[src/rtl/datapath_pkg.sv]
// rtl/datapath_pkg.sv - scratchpad command word types and packing helpers
package datapath_pkg;

  localparam int SPAD_CMD_W = 38;

  typedef enum logic [1:0] {
    SPAD_LOAD  = 2'b01,
    SPAD_STORE = 2'b10,
    SPAD_GEMM  = 2'b11
  } spad_op_t;

  typedef struct packed {
    spad_op_t    op;
    logic [3:0]  rd;
    logic [31:0] payload;
  } spad_cmd_t;

  typedef enum logic {
    GNT_MLS  = 1'b0,
    GNT_GEMM = 1'b1
  } gnt_src_t;

  function automatic logic is_mls_op(input logic [1:0] ls);
    return (ls == SPAD_LOAD) || (ls == SPAD_STORE);
  endfunction

  function automatic spad_cmd_t pack_mls(input logic [1:0] ls, input logic [3:0] rd,
                                         input logic [31:0] addr);
    spad_cmd_t c;
    c.op      = spad_op_t'(ls);
    c.rd      = rd;
    c.payload = addr;
    return c;
  endfunction

  // GEMM reuses the rd field for the weight flags; the select sits in the low payload half
  function automatic spad_cmd_t pack_gemm(input logic [3:0] wflags, input logic [15:0] sel);
    spad_cmd_t c;
    c.op      = SPAD_GEMM;
    c.rd      = wflags;
    c.payload = {16'd0, sel};
    return c;
  endfunction

endpackage

[src/rtl/spad_cmd_fifo.sv]
// rtl/spad_cmd_fifo.sv - first-word-fall-through synchronous FIFO with flush
module spad_cmd_fifo #(
  parameter int DEPTH = 8,
  parameter int WIDTH = 38,
  parameter int CNT_W = $clog2(DEPTH) + 1
) (
  input  logic             i_clk,
  input  logic             i_rst,
  input  logic             i_flush,
  input  logic             i_wr_en,
  input  logic [WIDTH-1:0] i_wr_data,
  input  logic             i_rd_en,
  output logic [WIDTH-1:0] o_rd_data,
  output logic             o_empty,
  output logic             o_full,
  output logic [CNT_W-1:0] o_count
);

  localparam int PTR_W = $clog2(DEPTH);

  logic [WIDTH-1:0] r_mem [DEPTH];
  logic [PTR_W-1:0] r_head;
  logic [PTR_W-1:0] r_tail;
  logic [CNT_W-1:0] r_count;
  logic             w_push;
  logic             w_pop;

  assign o_empty   = (r_count == '0);
  assign o_full    = (r_count == CNT_W'(DEPTH));
  assign o_count   = r_count;
  assign w_push    = i_wr_en && !o_full && !i_flush;
  assign w_pop     = i_rd_en && !o_empty && !i_flush;
  assign o_rd_data = o_empty ? '0 : r_mem[r_head];

  // Pointers wrap naturally because DEPTH is a power of two
  always_ff @(posedge i_clk) begin
    if (i_rst || i_flush) begin
      r_head  <= '0;
      r_tail  <= '0;
      r_count <= '0;
    end else begin
      if (w_push) r_tail <= r_tail + 1'b1;
      if (w_pop)  r_head <= r_head + 1'b1;
      if (w_push && !w_pop)      r_count <= r_count + 1'b1;
      else if (w_pop && !w_push) r_count <= r_count - 1'b1;
    end
  end

  always_ff @(posedge i_clk) begin
    if (w_push) r_mem[r_tail] <= i_wr_data;
  end

endmodule

[src/rtl/spad_req_queue.sv]
// rtl/spad_req_queue.sv - MLS/GEMM request arbiter and command queue to the scratchpad
// Optional SPAD_REQ_PERF_EN adds stall_cycles and enq_count counters.
module spad_req_queue
  import datapath_pkg::*;
#(
  parameter int DEPTH = 8,
  parameter int CNT_W = $clog2(DEPTH) + 1
) (
  input  logic                  CLK,
  input  logic                  RST,
  input  logic                  flush,
  input  logic                  mls_valid,
  input  logic [1:0]            mls_ls,
  input  logic [3:0]            mls_rd,
  input  logic [31:0]           mls_addr,
  output logic                  mls_ready,
  input  logic                  gemm_valid,
  input  logic [3:0]            gemm_wflags,
  input  logic [15:0]           gemm_sel,
  output logic                  gemm_ready,
  input  logic                  spad_ren,
  output logic [SPAD_CMD_W-1:0] spad_rdata,
  output logic                  spad_empty,
  output logic                  spad_full,
  output logic [CNT_W-1:0]      occupancy
`ifdef SPAD_REQ_PERF_EN
  ,
  output logic [31:0]           stall_cycles,
  output logic [31:0]           enq_count
`endif
);

  gnt_src_t  r_last_gnt;
  logic      w_mls_req;
  logic      w_gemm_req;
  logic      w_can_enq;
  logic      w_grant_mls;
  logic      w_grant_gemm;
  logic      w_enq;
  spad_cmd_t w_cmd;

  assign w_mls_req    = mls_valid && is_mls_op(mls_ls);
  assign w_gemm_req   = gemm_valid;
  assign w_can_enq    = !RST && !flush && !spad_full;
  assign w_grant_mls  = w_can_enq && w_mls_req && (!w_gemm_req || (r_last_gnt == GNT_GEMM));
  assign w_grant_gemm = w_can_enq && w_gemm_req && !w_grant_mls;
  assign w_enq        = w_grant_mls || w_grant_gemm;
  assign w_cmd        = w_grant_mls ? pack_mls(mls_ls, mls_rd, mls_addr)
                                    : pack_gemm(gemm_wflags, gemm_sel);

  // Readies are the grant itself, so the pop request never reaches them
  assign mls_ready  = w_grant_mls;
  assign gemm_ready = w_grant_gemm;

  always_ff @(posedge CLK) begin
    if (RST)               r_last_gnt <= GNT_GEMM;
    else if (w_grant_mls)  r_last_gnt <= GNT_MLS;
    else if (w_grant_gemm) r_last_gnt <= GNT_GEMM;
  end

  spad_cmd_fifo #(
    .DEPTH (DEPTH),
    .WIDTH (SPAD_CMD_W),
    .CNT_W (CNT_W)
  ) u_fifo (
    .i_clk     (CLK),
    .i_rst     (RST),
    .i_flush   (flush),
    .i_wr_en   (w_enq),
    .i_wr_data (w_cmd),
    .i_rd_en   (spad_ren),
    .o_rd_data (spad_rdata),
    .o_empty   (spad_empty),
    .o_full    (spad_full),
    .o_count   (occupancy)
  );

`ifdef SPAD_REQ_PERF_EN
  logic [31:0] r_stall_cycles;
  logic [31:0] r_enq_count;
  logic        w_stall;

  assign w_stall = (w_mls_req && !w_grant_mls) || (w_gemm_req && !w_grant_gemm);

  // Counters survive flush and saturate instead of wrapping
  always_ff @(posedge CLK) begin
    if (RST) begin
      r_stall_cycles <= '0;
      r_enq_count    <= '0;
    end else begin
      if (w_stall && (r_stall_cycles != '1)) r_stall_cycles <= r_stall_cycles + 1'b1;
      if (w_enq && (r_enq_count != '1))      r_enq_count    <= r_enq_count + 1'b1;
    end
  end

  assign stall_cycles = r_stall_cycles;
  assign enq_count    = r_enq_count;
`endif

endmodule

[config.mk]
export PLATFORM = sky130hd
export DESIGN_NAME = spad_req_queue
export DESIGN_NICKNAME = d
export VERILOG_FILES = /design/src/rtl/datapath_pkg.sv /design/src/rtl/spad_cmd_fifo.sv /design/src/rtl/spad_req_queue.sv
export SDC_FILE = /design/constraint.sdc
export NUM_CORES = 1
export LEC_CHECK = 0
export ABC_AREA = 1
export BUFFER_PORTS_ARGS = -buffer_cell sky130_fd_sc_hd__clkbuf_2
export CORE_MARGIN = 8
export CORE_UTILIZATION = 54
export DETAILED_ROUTE_END_ITERATION = 10
export GPL_ROUTABILITY_DRIVEN = 0
export MAX_ROUTING_LAYER = met4
export PLACE_DENSITY = 0.76
export SYNTH_ARGS = -nofsm -noshare
export SYNTH_HDL_FRONTEND = slang
export SYNTH_HIERARCHICAL = 1
export SYNTH_SLANG_ARGS = --single-unit
export TNS_END_PERCENT = 20
[constraint.sdc]
create_clock -name CLK -period 5.75 [get_ports CLK]
set_clock_uncertainty 0.1 [all_clocks]
set_input_delay 1.725 -clock CLK [delete_from_list [all_inputs] [get_ports CLK]]
set_output_delay 1.725 -clock CLK [all_outputs]
set_load 0.02 [all_outputs]
==> metrics.md, run 1 <==
| Metric | Value |
|---|---|
| YS warnings | 6 |
| Mean post-synth cell area | 10.5 µm² |
| Area Overhead vs Synth | 12.7% |
| Initial drt markers | 965 |
| CP endpoint kind | output pin |
| Final Hold Violating Endpoints | 0 |
| DRT antenna net count | 0 |
| CTS buffer count | 31 |
| Total number of vias | 9512 |
| F_max | around 0.22 GHz |
| RSZ-0062 raised after global routing | false |
| Port buffer count | 109 |
| GRT Util Overall | roughly a fifth |
| Slew HR | 21.0% |
| Critical path's largest stage delay | ~640 ps |
| Critical path's slowest cell | inv_4 |
| Syn nets | 1385 |
| Slew @ Worst Pin | 1180 ps |
| DR WL/cell | 17.9 µm |
| Final WS setup | 1100 ps |
| Initial core utilization | a little over half |
| Fin crit share | 80.9% |
| Post-CTS sizing | 0 |
| Cell variety after synth | 27 |
| Outcome | finished clean |
| CTS tree | yes |
| Syn Inst Count | roughly 1300 |
| First-pass GRT wire length | 50.3 mm |
| Max-Cap Viols | 0 |
| Worst VDD drop | 237 µV |
| Area of the core | around 25000 µm² |
| Fin. max-slew vios | 0 |
| Height of the die | 176 µm |
| Initial DRT Pass Iterations | 5 |
| Clock Tree Root | clkbuf_16 |
| WHS | 405 ps |
| Register Area | 9420 µm² |
| PD cells | ~300 nW/µm² |
| Largest net degree at the start of global routing | 81 |
| CTS Buffer Depth | 3 |
| Die area | 30900 µm² |
| Depth of the CTS H-tree | 1 |
| Crit path kind | reg2out |
| IO Count | 110 |
| Leakage | 6.37 nW |
| Worst EP required | 3920 ps |
| Post-DP HPWL | roughly 18 mm |
| # nets final | 1483 |
| Clock sinks | 318 |
| Multi-input combinational cell area | 3550 µm² |
| Final-layout fill cell count | roughly 2000 |
| Cts hold-fix bufs | 0 |
| CP arrival | 2820 ps |
| Clock slew at reported path FFs | 60 ps |
| Initial antenna violation count | 0 |
| Hold WC Path Type | reg2reg |
| Startpoint types | flip-flop |
| Post-synth design cell area | about 14000 µm² |
| Final Critical Period | 4650 ps |
| CP Max Fanout | 79 |
| Seq/Total Area, Yosys | 68.3% |
| Layout cell share with drive strength beyond 1 | 14.3% |
| # DRC | 0 |
| Placement Rows | 58 |
| Critical-path cell list | inv_4 -> buf_4 -> nand2_1 -> nand2_1 -> nand2_1 -> nand3_1 -> nand2_1 -> nor2_1 -> clkbuf_2 |
| Final wirelength | 31.6 mm |
| Clock insertion delay at the later pin of the skew report | 550 ps |
| Synth Register Bits | 318 |
| Diodes inserted | 0 |
| Vias in the first global route | about 9600 |
| CP dominant cell by count | nand2_1 |
| Drt via density | approximately 5.4 |
| Global route total overflow | 0 |
| Die Wd | 176 µm |
| DP Worst Slack | 1400 ps |
| Final setup vio count | 0 |
| Setup Buffers After CTS | 0 |
-- cell usage after synthesis --
library cell	number	area share, %
nor2_2	1	0.045
edfxtp_1	304	66
clkbuf_1	19	0.52
inv_1	114	3.1
nand2_2	1	0.045
a21oi_1	8	0.29
clkbuf_2	4	0.15
nand3_1	106	3.9
or2_2	1	0.045
nor2_1	213	5.8
o21ai_0	105	3.8
o21ai_1	12	0.44
nor2_4	9	0.74
fa_1	1	0.15
nand4_1	1	0.045
nand2_1	336	9.2
inv_4	1	0.045
buf_2	27	0.98
inv_2	4	0.11
buf_6	9	0.74
nand3_2	1	0.073
ha_1	5	0.45
xor2_1	4	0.25
buf_4	10	0.55
buf_12	1	0.15
nor3_1	4	0.15
dfxtp_1	14	2.0
-- metrics by stage --
| stage | power, mW | TNS, ps | util, % | area [µm²] | instances |
|---|---|---|---|---|---|
| 5_1_grt | 4.72 | 0 | 61.8 | 15500 | 1765 |
| 6_report | 4.59 | 0 | 61.8 | 15500 | 1765 |
| 4_1_cts | 4.62 | 0 | 61.8 | 15500 | 1765 |
| 2_1_floorplan | 2.72 | -14980 | - | 13800 | 1315 |
| 3_3_place_gp | 2.80 | 0 | 58.2 | 14600 | 1710 |
| 3_5_place_dp | 2.81 | 0 | 58.2 | 14600 | 1710 |
-- sequential cells by signal (all words and copies together), names as in the netlist, named ones only --
name / flops
r_last_gnt: 1
u_fifo/o_count: 4
u_fifo/r_head: 3
u_fifo/r_mem: 304
u_fifo/r_tail: 3
-- cell families (layout without fill, tap and decap cells) --
family,after synthesis,in the layout,share of synthesized area (%)
simple gates,673,673,20.0
flops,318,318,68.3
buf+inv,189,309,6.33
compound gates,125,125,4.54
fa+ha+maj,6,6,0.600
xor+xnor,4,4,0.254
-- critical path: cells and delay by family (launching register included) --
kind | cells | cell delay [ps]
buf+inv | 3 | 1300
flops | 1 | 450
simple gates | 6 | 500
-- final timing paths --
check	start	to	slack [ps]	cells past startpoint
worst max-delay path	flip-flop	spad_rdata[8]	1100	9
worst min-delay path	u_fifo/r_head[2]$_SDFFE_PP0P_	flip-flop	400	2
worst max register to register	u_fifo/o_count[0]$_SDFFE_PP0P_	u_fifo/r_mem[4][19]$_DFFE_PP_	2470	13
worst min register to register	u_fifo/r_head[2]$_SDFFE_PP0P_	flip-flop	400	2
-- cell usage in the layout, fill, tap and decap left out, drive strengths merged --
cell	n
nor3	4
fa	1
buf	26
clkbuf	150
edfxtp	304
xor2	4
nand4	1
bufinv	1
nand3	107
clkinv	12
ha	5
nand2	337
dfxtp	14
nor2	223
o21ai	117
a21oi	8
inv	120
or2	1
-- per-layer routing --
metal | wire (µm) | vias up | global-route usage (%)
li1 | - | 4539 | -
met2 | 15400 | 413 | 34.0
met5 | 0 | - | -
met1 | 13300 | 4513 | 27.4
met3 | 2310 | 47 | 2.62
met4 | 633 | 0 | 6.29
-- layout make-up --
| class | instances | area share (%) |
|---|---|---|
| clock buffer | 41 | 5.24 |
| clock inverter | 14 | 0.604 |
| inverter | 119 | 2.89 |
| multi-input combinational | 808 | 22.9 |
| sequential | 318 | 60.7 |
| tap | 330 | 2.66 |
| timing repair buffer | 135 | 5.09 |
-- where the power goes --
part,switching [mW],internal [mW],total [mW],leakage (nW)
clock network,0.797,1.03,1.83,0.443
registers,0.00427,2.54,2.54,3.13
logic,0.154,0.0619,0.216,2.80
(Power assumes the default switching activity.)
==> run 2: changes to the inputs <==
--- a/config.mk
+++ b/config.mk
@@ -5,14 +5,14 @@
 export SDC_FILE = /design/constraint.sdc
 export NUM_CORES = 1
 export LEC_CHECK = 0
-export ABC_AREA = 1
+export ABC_AREA = 0
 export BUFFER_PORTS_ARGS = -buffer_cell sky130_fd_sc_hd__clkbuf_2
 export CORE_MARGIN = 8
-export CORE_UTILIZATION = 54
+export CORE_UTILIZATION = 58
 export DETAILED_ROUTE_END_ITERATION = 10
 export GPL_ROUTABILITY_DRIVEN = 0
 export MAX_ROUTING_LAYER = met4
-export PLACE_DENSITY = 0.76
+export PLACE_DENSITY = 0.78
 export SYNTH_ARGS = -nofsm -noshare
 export SYNTH_HDL_FRONTEND = slang
 export SYNTH_HIERARCHICAL = 1
==> constraint.sdc (replaced) <==
create_clock -name CLK -period 4.3 [get_ports CLK]
set_clock_uncertainty 0.1 [all_clocks]
set_input_delay 1.29 -clock CLK [delete_from_list [all_inputs] [get_ports CLK]]
set_output_delay 1.29 -clock CLK [all_outputs]
set_load 0.02 [all_outputs]
==> metrics.md, run 2 <==
| Metric | Value |
|---|---|
| Post-synth design cell area | 12800 µm² |
| Leakage | 4.96 nW |
| Final wirelength | 26.0 mm |
| Slew @ Worst Pin | 717 ps |
| Critical path's largest stage delay | 730 ps |
| Slew HR | between 50% and 60% |
| Design Power | approximately 6.3 mW |
| EDFF count, synth | 304 |
| Vias in the first global route | 6880 |
| Final setup vio count | 0 |
| Critical-path cell list | buf_12 -> mux4_2 -> mux2i_1 -> nor2_1 -> clkbuf_2 |
| F_max | 0.245 GHz |
| Seq/Total Area, Yosys | between 70% and 80% |
| PD cells | 424 nW/µm² |
| IO Count | 110 |
| Top reg by flops | u_fifo/r_mem |
| Post-CTS sizing | 0 |
| GRT Util Overall | 20.3% |
| Drt via density | between 5 and 6 |
| Largest register FFs | 304 |
| Ys flop type | edfxtp_1 |
| Initial drt markers | between 500 and 600 |
| Fin crit share | 94.9% |
| DR WL/cell | 24.7 µm |
| Clock insertion delay at the later pin of the skew report | 540 ps |
| Worst VDD drop | 338 µV |
| Height of the die | between 150 and 200 µm |
| Layout Utilization | approximately two thirds |
| Fin. max-slew vios | 0 |
| Syn nets | about 680 |
| Mean post-synth cell area | 21.1 µm² |
| Placement Rows | 54 |
| Reg-to-reg endpoint | u_fifo/o_count[3]$_SDFFE_PP0P_ |
| # DRC | 0 |
| CTS tree | yes |
| Hold Startpoint | u_fifo/r_tail[0]$_SDFFE_PP0P_ |
| Clock Tree Root | clkbuf_16 |
| Initial core utilization | 59.0% |
| Post-synth ARST share | 0% |
| Setup Buffers After CTS | 0 |
| Reg-to-reg slack, setup | between 900 and 1000 ps |
| Total number of vias | 6314 |
| Outcome | finished clean |
| Worst Hold End | u_fifo/r_tail[0]$_SDFFE_PP0P_ |
| Initial antenna violation count | 0 |
| Max-Cap Viols | 0 |
| Total negative setup slack | 0 ps |
| Cells on worst reg2reg path | 12 |
| # nets final | 820 |
| Critical path's slowest cell | dfxtp_4 |
| DRT antenna net count | 0 |
| Cell variety after synth | 40 |
| Synth top area cells | edfxtp_1 71%, mux4_2 12%, mux2i_1 3.2% |
| First-pass GRT wire length | between 30 and 40 mm |
| Top cells by instance count after synthesis | 304 x edfxtp_1, 70 x mux4_2, 57 x nor2_1 |
| Post-synth top area share | 71.1% |
| Initial DRT Pass Iterations | 5 |
| YS warnings | 6 |
| Clock slew at reported path FFs | around 60 ps |
| Layout cell share with drive strength beyond 1 | 38.2% |
| CP endpoint kind | output pin |
| Final Critical Period | 4080 ps |
| R2r startpoint | u_fifo/o_count[3]$_SDFFE_PP0P_ |
| Worst EP required | slightly below 3000 ps |
| Port buffer count | 109 |
| Most frequent cells in the layout | 304 x edfxtp_1, 109 x clkbuf_2, 70 x mux4_2 |
| Diodes inserted | 0 |
| Final-layout fill cell count | ~1400 |
| CP arrival | 2690 ps |
| Top-count cell post-synth | edfxtp_1 |
| CTS buffer count | 30 |
| Cts hold-fix bufs | 0 |
| Die area | 27100 µm² |
| Largest net degree at the start of global routing | 42 |
| Register Area | 9420 µm² |
| CP Max Fanout | 28 |
| Synth Register Bits | 318 |
| Hold WC Path Type | reg2reg |
| WHS Path Cells | 2 |
| Die Wd | 165 µm |
| RSZ-0062 raised after global routing | false |
| Multi-input combinational cell area | 3230 µm² |
| Area of the core | ~22000 µm² |
| Depth of the CTS H-tree | 1 |
| Global route total overflow | 0 |
| Final Hold Violating Endpoints | 0 |
| Area Overhead vs Synth | 15.7% |
| Clock sinks | 318 |
| Post-DP HPWL | between 15 and 20 mm |
| Post-synth top area cell | edfxtp_1 |
| CTS Buffer Depth | 3 |
| Syn Inst Count | 609 |
| Startpoint types | flip-flop |
| Most common library cell in the layout ignoring fill and taps | edfxtp_1 |
| Crit path kind | reg2out |
## run 2: changes by cell type after synthesis, moves of 11 or more
cell,change
o21ai_0,-105
buf_2,-19
and2_1,+16
nand2_1,-332
nand3_1,-104
inv_1,-110
mux4_2,+70
o21ai_1,-12
nor2_1,-156
clkbuf_1,-11
mux2_4,+19
mux2i_1,+41
## run 2: metal layers
layer	share of wire, %	track usage [%]
met5	0	-
met2	51	33.3
met1	41	26.3
met4	1.8	5.57
met3	6.3	2.97
## run 2: layout make-up
cell class | instances | area share (%)
Sequential cell | 318 | 63.4
Multi-Input combinational cell | 257 | 21.8
Timing Repair Buffer | 139 | 5.61
Clock buffer | 32 | 5.25
Tap cell | 280 | 2.36
Clock inverter | 23 | 1.45
Inverter | 4 | 0.101
## run 2: worst max path at each step
| stage | endpoint | depth (start not counted) |
|---|---|---|
| finish | spad_rdata[36] | 5 |
| global route | spad_rdata[36] | 5 |
| CTS | spad_rdata[36] | 5 |
| floorplan | u_fifo/r_mem[2][0]$_DFFE_PP_ | 7 |
| detailed placement | u_fifo/o_count[3]$_SDFFE_PP0P_ | 12 |
| global placement | u_fifo/o_count[3]$_SDFFE_PP0P_ | 12 |
## run 2: logic make-up after synthesis
logic type / share of synthesized area, %
muxes: 19.0
xor gates and xnor gates: 0.409
and+or+nand+nor: 4.18
adders and majority gates: 0.643
DFF: 73.3
buffers and inverters: 2.03
AOI/OAI and AO/OA: 0.410
## run 2: through the flow
step	hold WS [ps]	setup slack, ps	area, µm²	std cells
after floorplan	370	-279	12800	609
after global placement	391	373	13800	998
after detailed placement	404	294	13800	998
after CTS	413	156	14800	1053
after global routing	449	93.6	14800	1053
final	409	219	14800	1053
## run 2: power by group
part	leakage [nW]	internal (mW)	switching, mW	total (mW)
Clock	0.482	1.54	1.09	2.63
Sequential	2.92	3.40	0.00916	3.40
Combinational	1.56	0.103	0.156	0.259
## run 2: critical path: cells and delay by family (launching register included)
family                 cells  cell delay [ps]
and+or+nand+nor            1               90
muxes                      2              770
buffers and inverters      2              520
DFF                        1              730
==> run 3: changes to the inputs <==
--- a/config.mk
+++ b/config.mk
@@ -9,10 +9,12 @@
 export BUFFER_PORTS_ARGS = -buffer_cell sky130_fd_sc_hd__clkbuf_2
 export CORE_MARGIN = 8
 export CORE_UTILIZATION = 58
+export CTS_CLUSTER_DIAMETER = 200
 export DETAILED_ROUTE_END_ITERATION = 10
 export GPL_ROUTABILITY_DRIVEN = 0
 export MAX_ROUTING_LAYER = met4
 export PLACE_DENSITY = 0.78
+export RECOVER_POWER = 100
 export SYNTH_ARGS = -nofsm -noshare
 export SYNTH_HDL_FRONTEND = slang
 export SYNTH_HIERARCHICAL = 1
==> metrics.md, run 3 (same netlist as run 2, synthesis figures left out) <==
| Metric | Value |
|---|---|
| Outcome | finished clean |
| Reg-to-reg slack, setup | 680 ps |
| Setup Buffers After CTS | 0 |
| P_sw | between 1 and 1.5 mW |
| Total number of vias | 6305 |
| Depth of the CTS H-tree | 1 |
| Startpoint types | flip-flop |
| Layout cell share with drive strength beyond 1 | 28.5% |
| Die Wd | 165 µm |
| RSZ-0062 raised after global routing | false |
| Hold WC Path Type | reg2reg |
| Critical path endpoint | spad_rdata[36] |
| PD cells | 431 nW/µm² |
| Leakage | 4.66 nW |
| Slew HR | 30.3% |
| Final Hold Violating Endpoints | 0 |
| Gate power share | around 3.8% |
| Clock sinks | about 320 |
| Final WS setup | ~220 ps |
| Initial drt markers | roughly 560 |
| Area Overhead vs Synth | 13.4% |
| Height of the die | 165 µm |
| CTS tree | yes |
| First-pass GRT wire length | 40.0 mm |
| Slew @ Worst Pin | 1050 ps |
| CTS buffer count | 30 |
| Power share of the sequential group | 54.3% |
| Placement Rows | 54 |
| # DRC | 0 |
| Reg-to-reg endpoint | u_fifo/r_mem[0][27]$_DFFE_PP_ |
| Cells on worst reg2reg path | 8 |
| DRT antenna net count | 0 |
| Port buffer count | approximately 110 |
| Pint | 5.02 mW |
| # nets final | 820 |
| Clock Tree Root | clkbuf_16 |
| F_max | 0.245 GHz |
| Clock share of power | 41.9% |
| CP endpoint kind | output pin |
| Initial core utilization | 59.0% |
| Largest net degree at the start of global routing | 42 |
| Vias in the first global route | ~6900 |
| Cts hold-fix bufs | 0 |
| DR WL/cell | 24.8 µm |
| Max-Cap Viols | 0 |
| Design area | ~15000 µm² |
| Initial DRT Pass Iterations | 5 |
| Clock insertion delay at the later pin of the skew report | 540 ps |
| CTS Buffer Depth | 3 |
| Worst VDD drop | 339 µV |
| Fin. max-slew vios | 0 |
| Post-DP HPWL | between 15 and 20 mm |
| IO Count | 110 |
| Clock slew at reported path FFs | 60 ps |
| Crit path kind | reg2out |
| Fin crit share | a little over nine tenths |
| Die area | about 27000 µm² |
| CP Max Fanout | 28 |
| Initial antenna violation count | 0 |
| Largest register FFs | 304 |
| Final Critical Period | 4080 ps |
| Global route total overflow | 0 |
| Most common library cell in the layout ignoring fill and taps | edfxtp_1 |
| Worst EP required | a little under 3000 ps |
| Switching share of power | 19.9% |
| Drt via density | ~6.0 |
| R2r startpoint | u_fifo/o_count[0]$_SDFFE_PP0P_ |
| Final wirelength | approximately 26 mm |
| Area of the core | 21800 µm² |
| Post-CTS sizing | 0 |
| Placed Area | approximately 14000 µm² |
| Final setup vio count | 0 |
| Diodes inserted | 0 |
| GRT Util Overall | 20.3% |
| DP Worst Slack | ~300 ps |
| Top reg by flops | u_fifo/r_mem |
| CP arrival | 2690 ps |
| Most frequent cells in the layout | 304 x edfxtp_1, 81 x clkbuf_2, 70 x mux4_2 |
## run 3: power groups by stage
stage                     clock (mW)  sequential (mW)  combinational (mW)
after floorplan                    0             3.47               0.161
after global placement             0             3.47               0.251
after detailed placement           0             3.47               0.261
after CTS                       2.65             3.40               0.263
after global routing            2.77             3.40               0.257
final                           2.63             3.40               0.236
## run 3: critical path, cell delays in order, from the launching register on
cell and delay, ps:
dfxtp_4 730, buf_12 330, mux4_2 600, mux2i_1 170, nor2_1 90, clkbuf_1 210
## run 3: final cells by class
cell class                 instances  area, µm²
tap                              280        350
sequential                       318       9420
timing repair buffer             139        694
clock buffer                      32        779
multi-input combinational        257       3090
inverter                           4       15.0
fill                            1430       7200
clock inverter                    23        215
## run 3: worst min path at each step
stage                             startpoint                            end  slack, ps  cells past startpoint
6_report       u_fifo/r_tail[0]$_SDFFE_PP0P_  u_fifo/r_tail[0]$_SDFFE_PP0P_        410                      2
4_1_cts        u_fifo/r_tail[0]$_SDFFE_PP0P_  u_fifo/r_tail[0]$_SDFFE_PP0P_        410                      2
2_1_floorplan        r_last_gnt$_SDFFE_PP1P_        r_last_gnt$_SDFFE_PP1P_        370                      2
5_1_grt        u_fifo/r_tail[0]$_SDFFE_PP0P_  u_fifo/r_tail[0]$_SDFFE_PP0P_        450                      2
3_5_place_dp   u_fifo/r_tail[0]$_SDFFE_PP0P_  u_fifo/r_tail[0]$_SDFFE_PP0P_        400                      2
3_3_place_gp         r_last_gnt$_SDFFE_PP1P_        r_last_gnt$_SDFFE_PP1P_        390                      2
## run 3: routing by layer
layer	vias up	global-route usage [%]	share of wire, %
met4	0	5.57	1.7
met2	232	33.3	51
met1	3282	26.3	41
met5	-	-	0
li1	2758	-	-
met3	33	2.97	6.2
## run 3: stage by stage
step	power, mW	setup TNS (ps)	hold slack (ps)	utilization [%]	instances
CTS	6.32	0	413	68.2	1053
global route	6.44	0	449	66.9	1053
global placement	3.72	0	391	63.7	998
detailed placement	3.73	0	404	63.7	998
finish	6.27	0	411	66.9	1053
floorplan	3.63	-74070	370	-	609
